--- config.mk ---
export PLATFORM = sky130hd
export DESIGN_NAME = mips_pc_unit_flat
export DESIGN_NICKNAME = d
export VERILOG_FILES = /design/src/rtl/mips_pc_if.sv /design/src/rtl/mips_pc_unit.sv /design/src/flat_wrapper.sv
export SDC_FILE = /design/constraint.sdc
export NUM_CORES = 1
export LEC_CHECK = 0
export BUFFER_PORTS_ARGS = -buffer_cell sky130_fd_sc_hd__buf_2
export CORE_ASPECT_RATIO = 1.4
export CORE_UTILIZATION = 55
export DETAILED_ROUTE_END_ITERATION = 10
export PLACE_DENSITY = 0.81
export SLEW_MARGIN = 30
export SYNTH_ARGS = -nofsm -noshare
export SYNTH_HDL_FRONTEND = slang
export SYNTH_SLANG_ARGS = --single-unit
--- constraint.sdc ---
create_clock -name clk -period 5 [get_ports clk]
set_input_delay 1 -clock clk [delete_from_list [all_inputs] [get_ports clk]]
set_output_delay 1 -clock clk [all_outputs]
set_load 0.1 [all_outputs]
--- src/rtl/mips_pc_if.sv ---
// Control-flow bundle between the decode/ALU side and the program-counter unit.
// The decode side (master) drives decisions; the PC unit (slave) returns fetch state.
interface mips_pc_if;
  logic        clk_enable;
  logic        branch_taken;
  logic [15:0] branch_offset;
  logic        jump;
  logic [25:0] jump_index;
  logic        jump_reg;
  logic [31:0] reg_target;
  logic [31:0] instr_address;
  logic [31:0] link_address;
  logic        delay_slot;
  logic        active;
  logic        addr_error;

  modport master (
    output clk_enable,
    output branch_taken,
    output branch_offset,
    output jump,
    output jump_index,
    output jump_reg,
    output reg_target,
    input  instr_address,
    input  link_address,
    input  delay_slot,
    input  active,
    input  addr_error
  );

  modport slave (
    input  clk_enable,
    input  branch_taken,
    input  branch_offset,
    input  jump,
    input  jump_index,
    input  jump_reg,
    input  reg_target,
    output instr_address,
    output link_address,
    output delay_slot,
    output active,
    output addr_error
  );
endinterface

--- src/rtl/mips_pc_unit.sv ---
// Program counter and control-flow stage: reset vector, sequential fetch, one-slot
// branch delay, branch/jump/jump-register targets and halt when fetch reaches HALT_ADDRESS.
module mips_pc_unit #(
  parameter logic [31:0] RESET_VECTOR = 32'hBFC00000,
  parameter logic [31:0] HALT_ADDRESS = 32'h00000000
) (
  input logic     clk,
  input logic     reset,
  mips_pc_if.slave pc_if
);

  typedef enum logic {
    S_SEQ  = 1'b0,
    S_SLOT = 1'b1
  } state_t;

  state_t      state_p0, state_nxt;
  logic [31:0] pc_p0, pc_nxt;
  logic [31:0] target_p0, target_nxt;
  logic        active_p0, active_nxt;
  logic        addr_err_p0, addr_err_nxt;

  logic        step;
  logic        ctrl_req;
  logic [31:0] pc_seq;
  logic [31:0] ctrl_target;

  function automatic logic [31:0] branch_tgt(input logic [31:0] pc, input logic [15:0] off);
    logic signed [31:0] disp;
    disp = {{14{off[15]}}, off, 2'b00};
    return pc + 32'd4 + $unsigned(disp);
  endfunction

  // J/JAL keeps the 256 MB region of the delay-slot instruction, not of the jump itself.
  function automatic logic [31:0] jump_tgt(input logic [31:0] pc, input logic [25:0] idx);
    logic [31:0] seq;
    seq = pc + 32'd4;
    return {seq[31:28], idx, 2'b00};
  endfunction

  function automatic logic [31:0] reg_tgt(input logic [31:0] rt);
    return {rt[31:2], 2'b00};
  endfunction

  function automatic logic reg_misaligned(input logic [31:0] rt);
    return |rt[1:0];
  endfunction

  assign step     = pc_if.clk_enable && active_p0;
  assign ctrl_req = pc_if.jump_reg || pc_if.jump || pc_if.branch_taken;
  assign pc_seq   = pc_p0 + 32'd4;

  always_comb begin
    ctrl_target = branch_tgt(pc_p0, pc_if.branch_offset);
    if (pc_if.jump_reg) begin
      ctrl_target = reg_tgt(pc_if.reg_target);
    end else if (pc_if.jump) begin
      ctrl_target = jump_tgt(pc_p0, pc_if.jump_index);
    end
  end

  always_comb begin
    state_nxt    = state_p0;
    pc_nxt       = pc_p0;
    target_nxt   = target_p0;
    active_nxt   = active_p0;
    addr_err_nxt = addr_err_p0;
    if (step) begin
      addr_err_nxt = 1'b0;
      case (state_p0)
        S_SEQ: begin
          pc_nxt = pc_seq;
          if (ctrl_req) begin
            state_nxt    = S_SLOT;
            target_nxt   = ctrl_target;
            addr_err_nxt = pc_if.jump_reg && reg_misaligned(pc_if.reg_target);
          end
        end
        S_SLOT: begin
          // Whatever the delay-slot instruction asks for is dropped.
          pc_nxt    = target_p0;
          state_nxt = S_SEQ;
        end
        default: begin
          pc_nxt    = pc_seq;
          state_nxt = S_SEQ;
        end
      endcase
      if (pc_nxt == HALT_ADDRESS) begin
        active_nxt = 1'b0;
      end
    end
  end

  // State register: everything freezes while disabled or halted.
  always_ff @(posedge clk or posedge reset) begin
    if (reset) begin
      state_p0    <= S_SEQ;
      pc_p0       <= RESET_VECTOR;
      target_p0   <= 32'h0;
      active_p0   <= 1'b1;
      addr_err_p0 <= 1'b0;
    end else begin
      state_p0    <= state_nxt;
      pc_p0       <= pc_nxt;
      target_p0   <= target_nxt;
      active_p0   <= active_nxt;
      addr_err_p0 <= addr_err_nxt;
    end
  end

  assign pc_if.instr_address = pc_p0;
  assign pc_if.link_address  = pc_p0 + 32'd8;
  assign pc_if.delay_slot    = (state_p0 == S_SLOT);
  assign pc_if.active        = active_p0;
  assign pc_if.addr_error    = addr_err_p0;

endmodule

--- src/flat_wrapper.sv ---
// flat-port wrapper written by rule: the top's interface ports become plain ports
module mips_pc_unit_flat 
#(
  parameter logic [31:0] RESET_VECTOR = 32'hBFC00000,
  parameter logic [31:0] HALT_ADDRESS = 32'h00000000
)
  (clk, reset, pc_if_clk_enable, pc_if_branch_taken, pc_if_branch_offset, pc_if_jump, pc_if_jump_index, pc_if_jump_reg, pc_if_reg_target, pc_if_instr_address, pc_if_link_address, pc_if_delay_slot, pc_if_active, pc_if_addr_error);
  mips_pc_if pc_if_i ();
  input logic clk;
  input logic reset;
  input wire logic [$bits(pc_if_i.clk_enable)-1:0] pc_if_clk_enable;
  input wire logic [$bits(pc_if_i.branch_taken)-1:0] pc_if_branch_taken;
  input wire logic [$bits(pc_if_i.branch_offset)-1:0] pc_if_branch_offset;
  input wire logic [$bits(pc_if_i.jump)-1:0] pc_if_jump;
  input wire logic [$bits(pc_if_i.jump_index)-1:0] pc_if_jump_index;
  input wire logic [$bits(pc_if_i.jump_reg)-1:0] pc_if_jump_reg;
  input wire logic [$bits(pc_if_i.reg_target)-1:0] pc_if_reg_target;
  output wire logic [$bits(pc_if_i.instr_address)-1:0] pc_if_instr_address;
  output wire logic [$bits(pc_if_i.link_address)-1:0] pc_if_link_address;
  output wire logic [$bits(pc_if_i.delay_slot)-1:0] pc_if_delay_slot;
  output wire logic [$bits(pc_if_i.active)-1:0] pc_if_active;
  output wire logic [$bits(pc_if_i.addr_error)-1:0] pc_if_addr_error;
  assign pc_if_i.clk_enable = pc_if_clk_enable;
  assign pc_if_i.branch_taken = pc_if_branch_taken;
  assign pc_if_i.branch_offset = pc_if_branch_offset;
  assign pc_if_i.jump = pc_if_jump;
  assign pc_if_i.jump_index = pc_if_jump_index;
  assign pc_if_i.jump_reg = pc_if_jump_reg;
  assign pc_if_i.reg_target = pc_if_reg_target;
  assign pc_if_instr_address = pc_if_i.instr_address;
  assign pc_if_link_address = pc_if_i.link_address;
  assign pc_if_delay_slot = pc_if_i.delay_slot;
  assign pc_if_active = pc_if_i.active;
  assign pc_if_addr_error = pc_if_i.addr_error;
  mips_pc_unit #(.RESET_VECTOR(RESET_VECTOR), .HALT_ADDRESS(HALT_ADDRESS)) u_core (.clk(clk), .reset(reset), .pc_if(pc_if_i));
endmodule
==> impl_results.md <==
* Status: completed
* Die X at between 90 and 100 um
* Crit end category: flop
* Unrepaired setup endpoints after global routing: false
* Site Rows at between 40 and 50
* Avg Synthesized Cell Area at 7.915 um^2
* DP Wirelength at 14.59 mm
* Vias/cell at 6.171
* Worst hold path class: reg -> reg
* Post-synth EDFFs at 0
* Crit path required time at 5.24 ns
* Crit Reg-Reg Endpoint: u_core.target_p0[31]$_DFFE_PP0P_
* Worst vdd ir at 0.1508 mV
* TNS Setup at 0 ns
* Layout area overhead at 16.33%
* Syn Nets at 906
* WS Path Type: reg -> reg
* Largest net degree at the start of global routing at 56
* Max-cap violations at 0
* Crit path DAT at 4.74 ns
* Internal reg-to-reg setup slack at 0.50 ns
* Post_cts resized at 0
* Synth warn at 0
* PD cells at about 190 mW/mm^2
* Reg2Reg Launch Point: u_core.pc_if.instr_address[12]$_DFFE_PP0P_
* Hold path start: u_core.target_p0[6]$_DFFE_PP0P_
* Max-slew headroom at 0.4897
* Fin. max-slew vios at 0
* Sequential cell area at 0.001689 mm^2
* Clock skew at 0.006624 ns
* Wirelength per Cell at 18.53 um
* Hold path cells at 2
* Net Sw Frac at 0.2608
* Clock power frac at 0.486
* Antenna Nets Post-Route at 0
* Detailed Route Iter0 Violations at 523
* Clk buf depth at 2
* Via count at roughly 6400
* Port bufs at 146
* Total power at between 0.001 and 0.0015 W
* Largest area contributor in the netlist: dfrtp_1
* Clk pin slew, worst setup/hold paths at 0.06 ns
* Synth cell types at 67
* Seq pwr share at 0.404
* Fin nets at 1014
* Initial antenna violation count at 0
* H-tree depth at 3
* First-pass GRT wire length at 30.35 mm
* Clk Latency, worst-skew pair at 0.34 ns
* Fill count at ~980
* Seq/Total Area, Yosys at 0.2708
* Synth Register Bits at 67
* Area share of the largest cell type after synthesis at 0.2287
* Core area at 0.01092 mm^2
* ANT cells at 0
* Placer congestion estimate at 0.9747
* Reg2Reg Depth at 15
* Net switching power at 0.0003505 W
* Post-synth top flop: dfrtp_1
* Vias in the first global route at roughly 5800
* Top achievable clock speed at 0.2220 GHz
* Async set-or-reset flop fraction in the synthesized netlist at 1.000
* Worst-Margin Slew at 0.7654 ns
* Drt first pass iters at 8
* Fin crit period at roughly 4.5 ns
* Die footprint at 0.01178 mm^2
* CTS tree: yes
* Commonest cells post-synth: nand2_1, o21ai_0, a21oi_1
* Internal power at 0.0009936 W
* Chip height at roughly 130 um
* Final Setup Violations at 0
* Remaining DRCs at 0
* Cell with the most instances after synthesis: nand2_1
* Fin crit share at 0.9009
* Comb pwr share at 0.110
* CP max FO at 13
* Final Hold Viols at 0
* Grt total ovfl at 0
* WL final at 19.31 mm
* Share of cells above drive strength 1 at 0.2286
* Top post-synthesis cells by area: dfrtp_1, ha_1, xnor2_1
* Post-CTS Hold Fix Bufs at 0
* Synthesized cell area at 0.006237 mm^2
* Cell count after synthesis at 788
* Root buf cell: clkbuf_16
* Hold Path End: u_core.target_p0[6]$_DFFE_PP0P_
* Worst setup SP type: flop
* Multi-input combinational cell area at 0.004244 mm^2
* Num CTS Buffers at 9
* Starting Density at 0.5710
* Gr usage total at 0.3345
* # clock sinks at 67
* Postcts setup bufs at 0
* Boundary Pins at 147
* P_leak at 3.461 nW
-- state kept, by name, summed over array words and instances, names as in the netlist --
signal                      flops
u_core.pc_if.active             1
u_core.pc_if.addr_error         1
u_core.pc_if.delay_slot         1
u_core.pc_if.instr_address     32
u_core.target_p0               32
-- layout make-up --
type                    count  area share
well taps                 141     0.02431
flip-flops and latches     67      0.2328
inverters                  18    0.009312
clock inverters             7     0.01069
repair buffers            152      0.1069
clock buffers               9     0.03104
multi-input cells         648      0.5849
-- cell usage in the layout (no fill, tap or decap), drive strengths merged, types with 14 or more instances in the layout --
master	synthesis	layout
buf	26	152
nand2	95	95
o21ai	84	84
a21oi	67	67
nor2	62	62
dfrtp	57	57
xnor2	51	51
ha	37	37
xor2	28	28
nand3	27	27
nor3	25	25
inv	18	19
mux2i	18	18
a21o	14	14
nand4	14	14
-- worst max-delay path, cell delays in order, from the launching register on --
cell      delay (ns)
dfrtp_1         0.63
nand4_2         0.28
nor4_4          0.50
nand2b_1        0.16
nor2_1          0.34
nand4_1         0.18
xnor2_1         0.42
ha_1            0.36
a21oi_1         0.22
nor2b_1         0.07
o211ai_1        0.16
nand2_1         0.13
o41ai_2         0.33
xor2_1          0.24
nor3b_1         0.08
o41ai_1         0.30
-- power by group through the flow --
stage / combinational [W] / clock [W] / sequential (W)
3_5_place_dp: 0.000146 / 0 / 0.000552
3_3_place_gp: 0.000145 / 0 / 0.000552
2_1_floorplan: 0.0000890 / 0 / 0.000552
4_1_cts: 0.000147 / 0.000651 / 0.000543
5_1_grt: 0.000164 / 0.000674 / 0.000542
6_report: 0.000148 / 0.000653 / 0.000543
-- stage by stage --
step | utilization | instance area, um^2 | setup slack [ns] | instances | hold WS (ns)
finish | 0.6643 | 7256 | 0.4954 | 1042 | 0.4820
global route | 0.6643 | 7256 | 0.008790 | 1042 | 0.4942
CTS | 0.6643 | 7256 | 0.5619 | 1042 | 0.4877
detailed placement | 0.6365 | 6953 | 0.6170 | 1026 | 0.4750
global placement | 0.6365 | 6953 | 0.6977 | 1026 | 0.4669
floorplan | - | 6237 | 0.01715 | 788 | 0.4492
-- per-layer routing --
metal / up-vias / track usage / part of all wire
li1: 3065 / - / -
met1: 2951 / 0.4472 / 0.41
met2: 357 / 0.5461 / 0.47
met3: 57 / 0.04152 / 0.084
met4: 0 / 0.1406 / 0.040
met5: - / 0 / 0
-- how the worst max path moves through the flow --
| stage | cells past startpoint | start | endpoint |
|---|---|---|---|
| floorplan | 8 | u_core.pc_if.instr_address[6]$_DFFE_PP0P_ | pc_if_link_address[24] |
| global placement | 15 | u_core.pc_if.instr_address[12]$_DFFE_PP0P_ | u_core.target_p0[31]$_DFFE_PP0P_ |
| detailed placement | 15 | u_core.pc_if.instr_address[12]$_DFFE_PP0P_ | u_core.target_p0[31]$_DFFE_PP0P_ |
| CTS | 15 | u_core.pc_if.instr_address[12]$_DFFE_PP0P_ | u_core.target_p0[31]$_DFFE_PP0P_ |
| global route | 15 | u_core.pc_if.instr_address[12]$_DFFE_PP0P_ | u_core.target_p0[31]$_DFFE_PP0P_ |
| finish | 15 | u_core.pc_if.instr_address[12]$_DFFE_PP0P_ | u_core.target_p0[31]$_DFFE_PP0P_ |
-- kinds of logic (layout without fill, tap and decap cells) --
group / after synthesis / count (layout) / synth area share
flip-flops: 67 / 67 / 0.2708
adder cells (fa/ha/maj): 38 / 38 / 0.07743
XOR/XNOR: 79 / 79 / 0.1109
multiplexers: 20 / 20 / 0.03250
AO/OA/AOI/OAI: 235 / 235 / 0.2323
buffers and inverters: 73 / 186 / 0.04955
AND/OR/NAND/NOR: 276 / 276 / 0.2265
(Power assumes the default switching activity.)
